[config.mk]
export PLATFORM = sky130hd
export DESIGN_NAME = adc_emu_gen_flat
export DESIGN_NICKNAME = d
export VERILOG_FILES = /design/src/rtl/adc_emu_pkg.sv /design/src/rtl/adc_emu_if.sv /design/src/rtl/adc_emu_lfsr.sv /design/src/rtl/adc_emu_gen.sv /design/src/flat_wrapper.sv
export SDC_FILE = /design/constraint.sdc
export NUM_CORES = 1
export LEC_CHECK = 0
export CELL_PAD_IN_SITES_DETAIL_PLACEMENT = 2
export CELL_PAD_IN_SITES_GLOBAL_PLACEMENT = 2
export CORE_MARGIN = 3
export CORE_UTILIZATION = 37
export CTS_BUF_LIST = sky130_fd_sc_hd__clkbuf_4
export CTS_CLUSTER_DIAMETER = 150
export DETAILED_ROUTE_END_ITERATION = 7
export PLACE_DENSITY = 0.82
export SLEW_MARGIN = 20
export SYNTH_ARGS = -nofsm -noshare
export SYNTH_HDL_FRONTEND = slang
export SYNTH_HIERARCHICAL = 1
export SYNTH_SLANG_ARGS = --single-unit
[constraint.sdc]
create_clock -name clk -period 4.3 [get_ports clk]
set_input_delay 1.29 -clock clk [delete_from_list [all_inputs] [get_ports clk]]
set_output_delay 1.29 -clock clk [all_outputs]
set_load 0.05 [all_outputs]
[src/rtl/adc_emu_pkg.sv]
// adc_emu_pkg: shared FSM states, event mode codes and LFSR constants for the ADC emulator
package adc_emu_pkg;
    typedef enum logic [1:0] {ST_IDLE, ST_LFILL, ST_EVENT, ST_TFILL} state_e;
    typedef enum logic [1:0] {MODE_RAMP, MODE_CONST, MODE_PRBS, MODE_RSVD} mode_e;
    localparam logic [15:0] LFSR_SEED = 16'hACE1;
    // feedback taps at bit positions 16,14,13,11
    localparam logic [15:0] LFSR_TAPS = 16'hB400;
endpackage

[src/rtl/adc_emu_if.sv]
// adc_emu_if: configuration inputs and sample outputs of the ADC emulator
interface adc_emu_if #(
    parameter int DATA_W = 8,
    parameter int CNT_W  = 10
);
    logic              enable;
    logic              trigger;
    logic              single_shot;
    logic [1:0]        mode;
    logic [CNT_W-1:0]  lfill_len;
    logic [CNT_W-1:0]  event_len;
    logic [CNT_W-1:0]  tfill_len;
    logic [DATA_W-1:0] baseline;
    logic [DATA_W-1:0] amplitude;
    logic [DATA_W-1:0] data;
    logic              data_valid;
    logic              event_flag;
    logic              busy;
    logic              frame_done;
    logic [15:0]       frame_cnt;
    modport master (
        input  enable, trigger, single_shot, mode, lfill_len, event_len, tfill_len, baseline, amplitude,
        output data, data_valid, event_flag, busy, frame_done, frame_cnt
    );
    modport slave (
        output enable, trigger, single_shot, mode, lfill_len, event_len, tfill_len, baseline, amplitude,
        input  data, data_valid, event_flag, busy, frame_done, frame_cnt
    );
endinterface

[src/rtl/adc_emu_lfsr.sv]
// adc_emu_lfsr: 16-bit Fibonacci LFSR that steps only when advance is high
module adc_emu_lfsr
    import adc_emu_pkg::*;
(
    input  logic        clk,
    input  logic        rst_n,
    input  logic        advance,
    output logic [15:0] value
);
    logic [15:0] lfsr_q, lfsr_d;
    always_comb lfsr_d = advance ? {lfsr_q[14:0], ^(lfsr_q & LFSR_TAPS)} : lfsr_q;
    always_ff @(posedge clk or negedge rst_n)
        if (!rst_n) lfsr_q <= LFSR_SEED;
        else        lfsr_q <= lfsr_d;
    assign value = lfsr_q;
endmodule

[src/rtl/adc_emu_gen.sv]
// adc_emu_gen: framed ADC sample emulator (leading fill, event, trailing fill) with ramp,
// constant and pseudo-random event shapes; samples are registered one cycle behind the FSM.
module adc_emu_gen
    import adc_emu_pkg::*;
#(
    parameter int DATA_W = 8,
    parameter int CNT_W  = 10
) (
    input  logic      clk,
    input  logic      rst_n,
    adc_emu_if.master bus
);
    state_e            state_q, state_d, phase;
    mode_e             mode_q, mode_d;
    logic              ss_q, ss_d;
    logic [CNT_W-1:0]  cnt_q, cnt_d, lf_q, lf_d, ev_q, ev_d, tf_q, tf_d, len;
    logic [DATA_W-1:0] base_q, base_d, amp_q, amp_d, data_q, data_d, rnd, ev_data;
    logic              valid_q, valid_d, evf_q, evf_d, done_q, done_d;
    logic [15:0]       fcnt_q, fcnt_d, lfsr;
    logic              fin, last, end_frame, adv, latch;

    adc_emu_lfsr u_lfsr (.clk(clk), .rst_n(rst_n), .advance(adv), .value(lfsr));

    always_comb begin
        // empty phases are folded away so the frame never spends a cycle in them
        phase = state_q;
        if (phase == ST_LFILL && lf_q == '0) phase = ST_EVENT;
        if (phase == ST_EVENT && ev_q == '0) phase = ST_TFILL;
        len = phase == ST_LFILL ? lf_q : phase == ST_EVENT ? ev_q : tf_q;
        fin = phase == ST_TFILL && tf_q == '0;
        last = fin || cnt_q == len - 1'b1;
        end_frame = last && (phase == ST_TFILL || (phase == ST_EVENT && tf_q == '0) || (ev_q == '0 && tf_q == '0));
        rnd = DATA_W'(lfsr);
        ev_data = mode_q == MODE_RAMP ? base_q + DATA_W'(cnt_q + 1'b1)
                : mode_q == MODE_PRBS ? base_q + (rnd & amp_q) : base_q + amp_q;
        state_d = state_q;
        cnt_d = cnt_q;
        mode_d = mode_q;
        ss_d = ss_q;
        lf_d = lf_q;
        ev_d = ev_q;
        tf_d = tf_q;
        base_d = base_q;
        amp_d = amp_q;
        data_d = base_q;
        valid_d = 1'b0;
        evf_d = 1'b0;
        done_d = 1'b0;
        fcnt_d = fcnt_q;
        adv = 1'b0;
        latch = 1'b0;
        if (state_q == ST_IDLE) begin
            if (bus.enable && bus.trigger) begin
                latch = 1'b1;
                state_d = ST_LFILL;
                cnt_d = '0;
            end
        end else if (!bus.enable) begin
            state_d = ST_IDLE;
            cnt_d = '0;
        end else begin
            valid_d = !fin;
            evf_d = phase == ST_EVENT;
            data_d = phase == ST_EVENT ? ev_data : base_q;
            adv = phase == ST_EVENT && mode_q == MODE_PRBS;
            cnt_d = last ? '0 : cnt_q + 1'b1;
            state_d = !last ? phase : phase == ST_LFILL ? ST_EVENT : ST_TFILL;
            if (end_frame) begin
                done_d = 1'b1;
                fcnt_d = fcnt_q + 1'b1;
                latch = !ss_q;
                state_d = ss_q ? ST_IDLE : ST_LFILL;
            end
        end
        if (latch) begin
            mode_d = mode_e'(bus.mode);
            ss_d = bus.single_shot;
            lf_d = bus.lfill_len;
            ev_d = bus.event_len;
            tf_d = bus.tfill_len;
            base_d = bus.baseline;
            amp_d = bus.amplitude;
        end
    end

    always_ff @(posedge clk or negedge rst_n) begin
        if (!rst_n) begin
            state_q <= ST_IDLE;
            cnt_q <= '0;
            mode_q <= MODE_RAMP;
            ss_q <= 1'b0;
            lf_q <= '0;
            ev_q <= '0;
            tf_q <= '0;
            base_q <= '0;
            amp_q <= '0;
            data_q <= '0;
            valid_q <= 1'b0;
            evf_q <= 1'b0;
            done_q <= 1'b0;
            fcnt_q <= '0;
        end else begin
            state_q <= state_d;
            cnt_q <= cnt_d;
            mode_q <= mode_d;
            ss_q <= ss_d;
            lf_q <= lf_d;
            ev_q <= ev_d;
            tf_q <= tf_d;
            base_q <= base_d;
            amp_q <= amp_d;
            data_q <= data_d;
            valid_q <= valid_d;
            evf_q <= evf_d;
            done_q <= done_d;
            fcnt_q <= fcnt_d;
        end
    end

    assign bus.data = data_q;
    assign bus.data_valid = valid_q;
    assign bus.event_flag = evf_q;
    assign bus.frame_done = done_q;
    assign bus.frame_cnt = fcnt_q;
    assign bus.busy = state_q != ST_IDLE;
endmodule

[src/flat_wrapper.sv]
// flat-port wrapper written by rule: the top's interface ports become plain ports
module adc_emu_gen_flat import adc_emu_pkg::*;
#(
    parameter int DATA_W = 8,
    parameter int CNT_W  = 10
)
  (clk, rst_n, bus_enable, bus_trigger, bus_single_shot, bus_mode, bus_lfill_len, bus_event_len, bus_tfill_len, bus_baseline, bus_amplitude, bus_data, bus_data_valid, bus_event_flag, bus_busy, bus_frame_done, bus_frame_cnt);
  adc_emu_if #(.DATA_W(DATA_W), .CNT_W(CNT_W)) bus_i ();
  input  logic clk;
  input  logic rst_n;
  input wire logic [$bits(bus_i.enable)-1:0] bus_enable;
  input wire logic [$bits(bus_i.trigger)-1:0] bus_trigger;
  input wire logic [$bits(bus_i.single_shot)-1:0] bus_single_shot;
  input wire logic [$bits(bus_i.mode)-1:0] bus_mode;
  input wire logic [$bits(bus_i.lfill_len)-1:0] bus_lfill_len;
  input wire logic [$bits(bus_i.event_len)-1:0] bus_event_len;
  input wire logic [$bits(bus_i.tfill_len)-1:0] bus_tfill_len;
  input wire logic [$bits(bus_i.baseline)-1:0] bus_baseline;
  input wire logic [$bits(bus_i.amplitude)-1:0] bus_amplitude;
  output wire logic [$bits(bus_i.data)-1:0] bus_data;
  output wire logic [$bits(bus_i.data_valid)-1:0] bus_data_valid;
  output wire logic [$bits(bus_i.event_flag)-1:0] bus_event_flag;
  output wire logic [$bits(bus_i.busy)-1:0] bus_busy;
  output wire logic [$bits(bus_i.frame_done)-1:0] bus_frame_done;
  output wire logic [$bits(bus_i.frame_cnt)-1:0] bus_frame_cnt;
  assign bus_i.enable = bus_enable;
  assign bus_i.trigger = bus_trigger;
  assign bus_i.single_shot = bus_single_shot;
  assign bus_i.mode = bus_mode;
  assign bus_i.lfill_len = bus_lfill_len;
  assign bus_i.event_len = bus_event_len;
  assign bus_i.tfill_len = bus_tfill_len;
  assign bus_i.baseline = bus_baseline;
  assign bus_i.amplitude = bus_amplitude;
  assign bus_data = bus_i.data;
  assign bus_data_valid = bus_i.data_valid;
  assign bus_event_flag = bus_i.event_flag;
  assign bus_busy = bus_i.busy;
  assign bus_frame_done = bus_i.frame_done;
  assign bus_frame_cnt = bus_i.frame_cnt;
  adc_emu_gen #(.DATA_W(DATA_W), .CNT_W(CNT_W)) u_core (.clk(clk), .rst_n(rst_n), .bus(bus_i));
endmodule
Yosys cells after proc, flatten, opt, wreduce, memory -nomap -nowiden
Cells that the tools add are included.
{"block": "word_totals", "ff_bits": 104, "latchBits": 0, "ram_bits": 0, "rom_bits": 0, "wordCells": 85, "mem_count": 0}
{"block": "op_classes", "add_sub_neg": 6, "n_mul": 0, "n_div": 0, "magnitude_cmp": 0, "eq_ne": 8, "shifts": 0, "mux": 33, "n_bitwise": 2, "n_reduce_logical": 21}
{"cell": "$mux 10", "count": 6}
{"cell": "$mux 8", "count": 5}
{"cell": "$logic_not 10->1", "count": 3}
{"cell": "$add 8x8->8", "count": 3}
{"cell": "$add 16x1->16 const B", "count": 1}
{"cell": "$reduce_xor 16->1", "count": 1}
{"cell": "$mux 1", "count": 15}
{"cell": "$mux 2", "count": 7}
{"cell": "$add 10x1->10 const B", "count": 1}
{"cell": "$eq 10x10->1", "count": 1}
{"cell": "$sub 10x1->10 const B", "count": 1}
{"cell": "$and 8x8->8", "count": 1}
{"cell": "$eq 2x2->1 const B", "count": 4}
{"cell": "$logic_and 1x1->1", "count": 8}
{"cell": "$eq 2x1->1 const B", "count": 2}
{"cell": "$logic_not 2->1", "count": 2}
{"cell": "$logic_or 1x1->1", "count": 3}
{"cell": "$reduce_and 3->1", "count": 1}
{"cell": "$logic_not 1->1", "count": 2}
{"cell": "$ne 2x2->1 const B", "count": 1}
{"cell": "$reduce_bool 2->1", "count": 1}
{"cell": "$not 1->1", "count": 1}

Logic depth before layout (Yosys ltp)
{"block": "logic_depth", "depth_word": 16, "mapped_depth": 15}

By module
Netlist, hierarchy kept.
{"module": "adc_emu_gen", "instances": 1, "cells_per_inst": 494, "area_per_inst_um2": 5094.9, "seq_area_each_um2": 2202.1}
{"module": "adc_emu_lfsr", "instances": 1, "cells_per_inst": 38, "area_per_inst_um2": 675.6, "seq_area_each_um2": 410.4}

Least setup slack after synthesis
OpenSTA, ideal clock, no wires.
{"block": "synth_timing", "kind": "register to register", "startpoint": "register u_core.state_q[1]", "endpoint": "register u_core.ev_q[0]", "setup_time_ns": 0.125, "t_arrival_ns": 3.791, "t_required_ns": 4.175, "slack_ns": 0.384, "path_stages_with_launch": 15, "path_buffers": 2, "period_less_slack_ns": 3.916, "cell_sequence": "dfrtp_1 or4b_4 o31ai_4 a21oi_4 a222oi_1 ha_1 o2111ai_1 inv_1 o2111ai_1 and3_1 nor3_2 o311a_1 buf_6 buf_6 mux2_4"}
{"block": "synth_via", "elab_chain_len": 16}
{"element": "from (decl)", "line_no": "adc_emu_gen.sv:13", "text": "state_e state_q, state_d, phase;"}
{"element": "from (signal assigned)", "line_no": "adc_emu_gen.sv:103", "text": "state_q <= state_d;"}
{"element": "$eq 2x1->1", "line_no": "adc_emu_gen.sv:27", "text": "if (phase == ST_LFILL && lf_q == '0) phase = ST_EVENT;"}
{"element": "$logic_and 1x1->1", "line_no": "adc_emu_gen.sv:27"}
{"element": "$mux 2", "line_no": "adc_emu_gen.sv:27"}
{"element": "$eq 2x2->1", "line_no": "adc_emu_gen.sv:28", "text": "if (phase == ST_EVENT && ev_q == '0) phase = ST_TFILL;"}
{"element": "$logic_and 1x1->1", "line_no": "adc_emu_gen.sv:28"}
{"element": "$mux 2", "line_no": "adc_emu_gen.sv:28"}
{"element": "$eq 2x2->1", "line_no": "adc_emu_gen.sv:29, adc_emu_gen.sv:32"}
{"element": "$mux 10 (2 in series)", "line_no": "adc_emu_gen.sv:29", "text": "len = phase == ST_LFILL ? lf_q : phase == ST_EVENT ? ev_q : tf_q;"}
{"element": "$sub 10x1->10", "line_no": "adc_emu_gen.sv:31", "text": "last = fin || cnt_q == len - 1'b1;"}
{"element": "$eq 10x10->1", "line_no": "adc_emu_gen.sv:31"}
{"element": "$logic_or 1x1->1", "line_no": "adc_emu_gen.sv:31"}
{"element": "$logic_and 1x1->1", "line_no": "adc_emu_gen.sv:32", "text": "end_frame = last && (phase == ST_TFILL || (phase == ST_EVENT && tf_q == '0) || (ev_q == '0 && tf_q == '0));"}
{"element": "$mux 1", "line_no": "adc_emu_gen.sv:68", "text": "if (end_frame) begin"}
{"element": "$mux 1", "line_no": "adc_emu_gen.sv:58", "text": "end else if (!bus.enable) begin"}
{"element": "$mux 1 (*)", "line_no": "adc_emu_gen.sv:52", "text": "if (state_q == ST_IDLE) begin"}
{"element": "to (signal assigned)", "line_no": "adc_emu_gen.sv:108", "text": "ev_q <= ev_d;"}
{"element": "to (decl)", "line_no": "adc_emu_gen.sv:16", "text": "logic [CNT_W-1:0] cnt_q, cnt_d, lf_q, lf_d, ev_q, ev_d, tf_q, tf_d, len;"}
Mark *: on every way between the ends. The rest lies on a longest branch, timed or not.
A chain may end at the register's enable or synchronous reset.

Final worst setup path
{"block": "layout_timing", "startpoint": "register u_core.state_q[1]", "endpoint": "register u_core.fcnt_q[14] (netlist: u_core/bus.frame_cnt[14])"}
{"block": "layout_via", "elab_chain_len": 14}
{"element": "$eq 2x1->1", "line_no": "adc_emu_gen.sv:27"}
{"element": "$logic_and 1x1->1", "line_no": "adc_emu_gen.sv:27"}
{"element": "$mux 2", "line_no": "adc_emu_gen.sv:27"}
{"element": "$eq 2x2->1", "line_no": "adc_emu_gen.sv:28"}
{"element": "$logic_and 1x1->1", "line_no": "adc_emu_gen.sv:28"}
{"element": "$mux 2", "line_no": "adc_emu_gen.sv:28"}
{"element": "$eq 2x2->1", "line_no": "adc_emu_gen.sv:29, adc_emu_gen.sv:32"}
{"element": "$mux 10 (2 in series)", "line_no": "adc_emu_gen.sv:29"}
{"element": "$sub 10x1->10", "line_no": "adc_emu_gen.sv:31"}
{"element": "$eq 10x10->1", "line_no": "adc_emu_gen.sv:31"}
{"element": "$logic_or 1x1->1", "line_no": "adc_emu_gen.sv:31"}
{"element": "$logic_and 1x1->1", "line_no": "adc_emu_gen.sv:32"}
{"element": "$reduce_and 3->1 (no line) (*)"}
{"element": "to (signal assigned)", "line_no": "adc_emu_gen.sv:116", "text": "fcnt_q <= fcnt_d;"}
{"element": "to (decl)", "line_no": "adc_emu_gen.sv:19", "text": "logic [15:0] fcnt_q, fcnt_d, lfsr;"}
Marks and branches as above.

==> results by group <==
Outcome
  • Status: finished, final reports clean

Place
  • # port buffers: 80
  • Cells after DPL: 817
  • DP HPWL: 12900 um
  • GP Congestion: 0.848
  • Worst slack at placement: -83.4 ps

Die
  • Die Width: 131 um
  • Row cnt: 45
  • Starting Density: 37.8%
  • IO Pins: 81
  • Die Y: 131 um
  • Core area: 15300 um2
  • Die area: 17100 um2

Finish
  • Most frequent cells in the layout: 96 x dfrtp_1, 79 x clkdlybuf4s50_1, 47 x mux2_2
  • Area Growth Syn to Fin: 23.0%
  • Fin cells: 841
  • Most common cell after layout, fill and taps aside: dfrtp_1
  • Final-stage net count: 689
  • Share of cells above drive strength 1: 21.4%
  • Ant diodes: 0

Clock tree
  • CTS tree: built
  • Hold buffers post-CTS: 0
  • Longest Clk Path Bufs: 2
  • Clock sink count: 104
  • CTS root buf: clkbuf_4
  • CTS Buf Count: 9
  • Htree depth: 3
  • Worst-Skew Late Latency: 500 ps
  • Clk pin slew, worst setup/hold paths: 170 ps

Flow run
  • Max cap viols: 0

Setup path
  • CP Class: reg -> reg
  • CP Max Fanout: 8
  • Crit path largest cell delay: 640 ps
  • Crit. End Element: flop
  • CP required: 4710 ps
  • Family with the most delay on the worst path: simple AND/OR/NAND/NOR gates
  • Crit start category: flop
  • CP max-delay cell: or4b_4
  • Crit-path cells: or4b_4 > o31ai_4 > a21oi_4 > a222oi_1 > ha_2 > o211a_1 > nand2_1 > xnor2_2 > nand4b_1 > or4b_4 > buf_4 > a21oi_2 > xor2_1
  • Buffers & Inverters on Critical Path: 1
  • Worst EP arrival: 4560 ps
  • Crit path top cell by count: or4b_4

Route
  • Drt first pass iters: 4
  • Final WL: 17100 um
  • Via count: 4571
  • ANT nets after route: 0
  • Drt initial violations: 223
  • DRC viols: 0
  • Wire per inst: 20.4 um
  • Routed vias/inst: 5.44

Timing
  • Final period utilization: 96.5%
  • FMAX: 241 MHz
  • Worst Slack Setup Final: 150 ps
  • Worst-Margin Slew: 818 ps
  • Minimum clock period: 4150 ps
  • Worst Skew: 25.3 ps
  • Final setup violation count: 0
  • Final Hold Vio Count: 0
  • Hold_ws: 477 ps
  • Slew margin rel.: 45.3%
  • Slew Limit Fails: 0

Yosys
  • Avg Inst Size Synth: 10.8 um2
  • Net count after synthesis: 596
  • Synth Warn #: 6
  • Synth Cell Area: 5770 um2
  • Post-synthesis register bit count: 104
  • Async SR Flop Fraction: 100%
  • Unique masters post-synth: 66
  • Number of synthesized flops with an enable pin: 0
  • Mapped Cells: 532
  • Post-synth top flop: dfrtp_1
  • Seq/Total Area, Yosys: 45.3%

Power and ir drop
  • Leakage: 0.00303 uW
  • Power Total: 2700 uW
  • Pwr dens: 380 nW/um2
  • Worst VDD drop: 0.000278 V

Global routing
  • Gr usage total: 20.5%
  • Largest net degree at the start of global routing: 59
  • Antenna violations before repair: 0
  • Global-route wire length before repair: 27200 um
  • Grt total ovfl: 0
  • Vias in the first global route: 5023

Worst hold path
  • Min-delay worst type: reg -> reg
[state kept, by name, summed over array words and instances, names as in the netlist]
register,cells
u_core/bus.frame_cnt,16
u_core/u_lfsr/value,16
u_core/cnt_q,10
u_core/ev_q,10
u_core/lf_q,10
u_core/tf_q,10
u_core/amp_q,8
u_core/base_q,8
u_core/bus.data,8
u_core/mode_q,2
u_core/state_q,2
u_core/bus.data_valid,1
u_core/bus.event_flag,1
u_core/bus.frame_done,1
u_core/ss_q,1
[what timing repair did]
action / in CTS / in global routing
resized for setup: 1 / 6
endpoints found under the setup margin: 10 / 57
hold endpoints to repair: 0 / 0
setup buffers: 0 / 8
pin swaps: 0 / 4
[synthesized netlist by cell type (6+ instances only)]
cell / count / area [um2]
dfrtp_1: 96 / 2400
mux2_2: 47 / 529
nand2_1: 41 / 154
a21oi_1: 39 / 195
nor2_1: 25 / 93.8
xnor2_1: 24 / 210
inv_1: 21 / 78.8
xor2_1: 20 / 175
mux2_4: 17 / 255
o21ai_0: 16 / 80.1
nand3_1: 12 / 60.1
clkbuf_1: 11 / 41.3
and3_1: 10 / 62.6
ha_1: 10 / 125
o22ai_1: 10 / 62.6
dfstp_2: 8 / 210
nor4_1: 8 / 50.1
nor3_1: 7 / 35.0
a22o_1: 6 / 52.6
[report_power, final]
group	switching (uW)	total, uW	internal (uW)
combinational	437	842	405
sequential	149	1260	1110
clock	354	595	241
total	940	2700	1760
[layer usage]
| layer | vias up | routed length (um) | GRT usage, % |
|---|---|---|---|
| met2 | 95 | 9110 | 37.4 |
| li1 | 2120 | - | - |
| met4 | 0 | 231 | 4.66 |
| met1 | 2339 | 7130 | 24.7 |
| met3 | 17 | 658 | 4.59 |
| met5 | - | 0 | 0 |
[worst paths after layout]
| path | start | to | slack, ps | depth (start not counted) |
|---|---|---|---|---|
| max in group asynchronous | rst_n | u_core/u_lfsr/value[13]$_DFFE_PN1P_ | 2700 | 2 |
| setup / recovery | u_core/state_q[1]$_DFFE_PN0P_ | u_core/bus.frame_cnt[14]$_DFFE_PN0P_ | 150 | 13 |
| min in group asynchronous | rst_n | u_core/state_q[1]$_DFFE_PN0P_ | 810 | 1 |
| hold reg to reg | u_core/bus.frame_cnt[15]$_DFFE_PN0P_ | u_core/bus.frame_cnt[15]$_DFFE_PN0P_ | 480 | 1 |
| hold / removal | u_core/bus.frame_cnt[15]$_DFFE_PN0P_ | u_core/bus.frame_cnt[15]$_DFFE_PN0P_ | 480 | 1 |
| setup reg to reg | u_core/state_q[1]$_DFFE_PN0P_ | u_core/bus.frame_cnt[14]$_DFFE_PN0P_ | 150 | 13 |
[layout make-up]
cell class	instances	area (um2)
tap	211	264
timing repair buffer	102	992
inverter	21	78.8
fill	1559	8160
clock inverter	7	105
clock buffer	9	67.6
sequential	104	2610
multi-input combinational	387	2980
[logic make-up (layout without fill, tap and decap cells)]
| kind of cell | count (synthesis) | count (layout) | share of synthesized area [%] |
|---|---|---|---|
| mux | 65 | 65 | 13.8 |
| buf+inv | 41 | 139 | 3.56 |
| flops | 104 | 104 | 45.3 |
| compound gates | 125 | 125 | 15.1 |
| fa+ha+maj | 11 | 11 | 2.52 |
| simple gates | 142 | 142 | 13.1 |
| xor+xnor | 44 | 44 | 6.68 |
[metrics by stage]
step                      area (um2)  util, %  TNS, ps
after floorplan                 5770        -        0
after global placement          6840     44.8        0
after detailed placement        6840     44.8     -131
after CTS                       7020     46.0        0
after global routing            7100     46.5     -129
final                           7100     46.5        0
(Power assumes the default switching activity.)
==> patch 1, RTL diff (same settings) <==
Make the reset (`rst_n`) synchronous in 2 clocked blocks.
--- a/src/rtl/adc_emu_lfsr.sv
+++ b/src/rtl/adc_emu_lfsr.sv
@@ -11,3 +11,3 @@
     always_comb lfsr_d = advance ? {lfsr_q[14:0], ^(lfsr_q & LFSR_TAPS)} : lfsr_q;
-    always_ff @(posedge clk or negedge rst_n)
+    always_ff @(posedge clk)
         if (!rst_n) lfsr_q <= LFSR_SEED;
--- a/src/rtl/adc_emu_gen.sv
+++ b/src/rtl/adc_emu_gen.sv
@@ -85,3 +85,3 @@
 
-    always_ff @(posedge clk or negedge rst_n) begin
+    always_ff @(posedge clk) begin
         if (!rst_n) begin
Function: differs if rst_n is asserted again (counterexample within 4 cycles, from zero or initial values and one cycle with rst_n low); with rst_n held inactive, the same outputs for 4 cycles.
==> patch 1 against the unedited design <==
- sequential cell count unchanged
- global-route usage up 0.11 points
- worst setup slack gained 0.24 ns
- cell area fell by 6.0%
- hold slack hardly changed
- synthesized cell count rose by 24%
- routed wire length fell by 1.9%
- area after synthesis shrank 3.5%
- critical endpoint is now u_core/ev_q[5]$_SDFFE_PN0P_
Power is not compared: it rests on default switching activity, and its combinational part moved more than twofold at a synthesized area within 25%.
==> patch 1: results (changes against the unedited design) <==
| Parameter | This run | Change |
|---|---|---|
| Hold Path End | u_core/amp_q[1]$_SDFFE_PN0P_ |  |
| Worst-path cell with the longest stage delay | sky130_fd_sc_hd__nor4b_2 |  |
| Via Count | 5092 | +11% |
| Number of standard cells in the layout, taps in and fillers out | 918 | +9.2% |
| Cell class contributing the biggest share of worst-path delay | compound AO/OA/AOI/OAI gates |  |
| CTS resizes | 0 | -1 |
| Estimated wirelength of the detail-placed design | 12660 um | -1.6% |
| Mean instance size in the synthesized netlist | 8.414 um2 | -22% |
| Fraction of the mapped netlist area in adder cells | 0.02606 | +0.0009039 |
| Number of antenna violations at the first check in global routing | 1 | +1 |
| Ratio of cells with drive above 1 in the final layout | 0.06003 | -0.1543 |
| Final #Nets | 792 | +15% |
| Routed wirelength normalized by instance count | 18.32 um | -10% |
| Number of DRC markers after the initial detailed-route iteration | 246 | +10% |
| Source of the worst hold timing path | u_core/amp_q[1]$_SDFFE_PN0P_ |  |
| Yosys cell types | 62 | -6.1% |
| Max Fanout on Critical Path | 40 | +32 |
| Number of global-route vias before repair | 5365 | +6.8% |
| Cell types occupying the most area after synthesis | sky130_fd_sc_hd__dfxtp_1 37%, sky130_fd_sc_hd__mux2i_1 14%, sky130_fd_sc_hd__nand2_1 9.8% |  |
| Total global routing track utilization | 0.2064 | +0.001132 |
| Capturing point of the worst reg2reg path | u_core/ev_q[5]$_SDFFE_PN0P_ |  |
| First-pass GRT wire length | 27570 um | +1.4% |
| Synth top cells by count | 146 x sky130_fd_sc_hd__nand2_1, 104 x sky130_fd_sc_hd__dfxtp_1, 76 x sky130_fd_sc_hd__mux2i_1, 32 x sky130_fd_sc_hd__a21oi_1, 29 x sky130_fd_sc_hd__clkbuf_1 |  |
| Setup Slack @ Placement | 0.2650 ns | +0.3485 ns |
| DP Area | 0.006524 mm2 | -4.7% |
| Proportion of synthesized area in mux cells | 0.1366 | -0.001116 |
| CP arrival | 4.32 ns | -0.24 ns |
| Largest net degree at the start of global routing | 63 | +6.8% |
| Nets in the synthesized netlist | 726 | +22% |
| Run status | finished, final reports clean |  |
| Area fraction in compound gates after synthesis | 0.1393 | -0.01143 |
| Reg-to-reg critical path startpoint | u_core/lf_q[5]$_SDFFE_PN0P_ |  |
| Post-synth ARST share | 0 | -1.000 |
| Clock skew | 0.01665 ns | -0.008621 ns |
| Post-synthesis xor/xnor area fraction | 0.03908 | -0.02770 |
| Number of placed cells counting well taps | 901 | +10% |
| Highest cell delay on the worst timing path | 0.45 ns | -0.19 ns |
| Fillers | 1613 | +3.5% |
## patch 1: worst max path at each step
| stage | start | end | slack [ns] |
|---|---|---|---|
| floorplan | u_core/lf_q[5]$_SDFFE_PN0P_ | u_core/ev_q[0]$_SDFFE_PN0P_ | 0.67 |
| detailed placement | u_core/state_q[0]$_SDFFE_PN0P_ | u_core/ev_q[5]$_SDFFE_PN0P_ | 0.27 |
| finish | u_core/lf_q[5]$_SDFFE_PN0P_ | u_core/ev_q[5]$_SDFFE_PN0P_ | 0.39 |
| global placement | u_core/lf_q[5]$_SDFFE_PN0P_ | u_core/base_q[0]$_SDFFE_PN0P_ | 0.52 |
| global route | u_core/state_q[0]$_SDFFE_PN0P_ | u_core/amp_q[7]$_SDFFE_PN0P_ | 0.1 |
| CTS | u_core/lf_q[5]$_SDFFE_PN0P_ | u_core/ev_q[5]$_SDFFE_PN0P_ | 0.20 |
## patch 1: layout make-up
cell class	instances	area, um2	share of cell area
flip-flops and latches	104	2082	0.3120
repair buffers	96	922.1	0.1382
clock buffers	10	75.07	0.01125
inverters	18	67.56	0.01012
well taps	184	230.2	0.03450
multi-input cells	499	3226	0.4833
clock inverters	6	68.82	0.01031
diodes	1	2.502	0.0003750
## patch 1: metal layers
layer  track usage  share of wire  up-vias
met4       0.04880          0.011        0
met3       0.03694          0.033       15
met1        0.2598           0.45     2538
li1              -              -     2461
met5             0              0        -
met2        0.3662           0.51       78
## patch 1: logic make-up (layout without fill, tap and decap cells)
logic type / after synthesis / after routing
fa+ha+maj: 11 / 11
buf+inv: 59 / 130
xor+xnor: 24 / 24
simple gates: 273 / 273
mux: 76 / 76
other cells: 0 / 1
flops: 104 / 104
compound gates: 115 / 115
==> patch 2, RTL diff (same flow settings) <==
Without the edit above. `CNT_W` is set to 10 in 3 places; all go to 5.
--- a/src/rtl/adc_emu_if.sv
+++ b/src/rtl/adc_emu_if.sv
@@ -3,3 +3,3 @@
     parameter int DATA_W = 8,
-    parameter int CNT_W  = 10
+    parameter int CNT_W  = 5
 );
--- a/src/rtl/adc_emu_gen.sv
+++ b/src/rtl/adc_emu_gen.sv
@@ -6,3 +6,3 @@
     parameter int DATA_W = 8,
-    parameter int CNT_W  = 10
+    parameter int CNT_W  = 5
 ) (
--- a/src/flat_wrapper.sv
+++ b/src/flat_wrapper.sv
@@ -4,3 +4,3 @@
     parameter int DATA_W = 8,
-    parameter int CNT_W  = 10
+    parameter int CNT_W  = 5
 )
Ports: changed (resized bus_event_len, bus_lfill_len and bus_tfill_len); port bits go from 81 to 66. The function was not compared with the original's and may differ.
==> patch 2 against the unedited design <==
- total power down 11%
- clock power up 8.1%
- critical endpoint is now u_core/amp_q[5]$_DFFE_PN0P_
- core utilization up 1.6 points
- routed wire length down 21%
- area after synthesis down 19%
- cell area down 17%
- sequential cell count down 20
- worst setup slack better by 0.072 ns
==> patch 2: results (changes against the unedited design) <==
| Parameter | This run | Change |
|---|---|---|
| Number of post-CTS setup repair buffers | 4 | +4 |
| Number of DRC markers after the initial detailed-route iteration | 125 | -44% |
| Nets in the synthesized netlist | 475 | -20% |
| Maximum VDD drop | 0.0001430 V | -49% |
| Post-Layout Inst Area | 0.005858 mm2 | -17% |
| Worst-path cell with the longest stage delay | sky130_fd_sc_hd__dfrtp_1 |  |
| Number of placed cells counting well taps | 652 | -20% |
| Count of plain and timing-repair buffers in the layout | 85 | -17% |
| Routed wire length | 13620 um | -21% |
| First-pass GRT wire length | 22840 um | -16% |
| Invs w/o clock | 17 | -19% |
| Total global routing track utilization | 0.2035 | -0.001730 |
| Sequential element share of the synthesized area | 0.4525 | about the same |
| Leak pwr | 2.520 nW | -17% |
| Number of combinational gates with multiple inputs | 304 | -21% |
| Run status | finished, final reports clean |  |
| Amount of wire on met2 after detailed routing | 6936 um | -24% |
| Setup Slack @ Placement | -0.08675 ns | -0.003315 ns |
| Routability cong. | 0.8054 | -5.1% |
| Worst-case headroom to the max-slew limit | 0.4309 | -0.02236 |
| Multi-input logic area | 0.002436 mm2 | -18% |
| Fraction of the mapped netlist area in adder cells | 0.05094 | +0.02579 |
| Synth top cells by count | 76 x sky130_fd_sc_hd__dfrtp_1, 34 x sky130_fd_sc_hd__nand2_1, 29 x sky130_fd_sc_hd__mux2_1, 25 x sky130_fd_sc_hd__a21oi_1, 21 x sky130_fd_sc_hd__o21ai_0 |  |
| Post-synthesis xor/xnor area fraction | 0.05818 | -0.008605 |
| Highest cell delay on the worst timing path | 0.42 ns | -0.22 ns |
| Worst reg-to-reg setup slack | 0.22 ns | +0.07 ns |
| Capturing point of the worst reg2reg path | u_core/amp_q[5]$_DFFE_PN0P_ |  |
| Largest net degree at the start of global routing | 85 | +44% |
| NonClk Buf Share | 0.1418 | +0.002084 |
| Worst hold-check slack | 0.4822 ns | +0.004741 ns |
| Number of global-route vias before repair | 4259 | -15% |
| Fillers | 1243 | -20% |
| Clock buffer and inverter area fraction after layout | 0.03503 | +0.01071 |
| Via count normalized by instance count | 5.368 | -1.2% |
| Buffers added on ports | 65 | -19% |
| Max Fanout on Critical Path | 34 | +26 |
| Proportion of synthesized area in mux cells | 0.1268 | -0.01087 |
patch 2: cell types whose count changed after synthesis, moves of 6 or more:
cell,change
sky130_fd_sc_hd__a2111oi_1,+6
sky130_fd_sc_hd__a21oi_1,-14
sky130_fd_sc_hd__and3_1,-6
sky130_fd_sc_hd__clkbuf_1,-6
sky130_fd_sc_hd__dfrtp_1,-20
sky130_fd_sc_hd__mux2_1,+29
sky130_fd_sc_hd__mux2_2,-35
sky130_fd_sc_hd__mux2_4,-9
sky130_fd_sc_hd__nand2_1,-7
sky130_fd_sc_hd__nor2_1,-10
sky130_fd_sc_hd__nor4_1,-6
sky130_fd_sc_hd__o22ai_1,-9
sky130_fd_sc_hd__xnor2_1,-9
patch 2: power by group through the flow:
stage | Combinational, mW | Sequential, mW | Clock, mW
finish | 0.772 | 0.993 | 0.643
global route | 0.854 | 1.01 | 0.703
CTS | 0.758 | 0.993 | 0.668
detailed placement | 0.730 | 1.01 | 0
global placement | 0.685 | 0.997 | 0
floorplan | 0.434 | 1.04 | 0
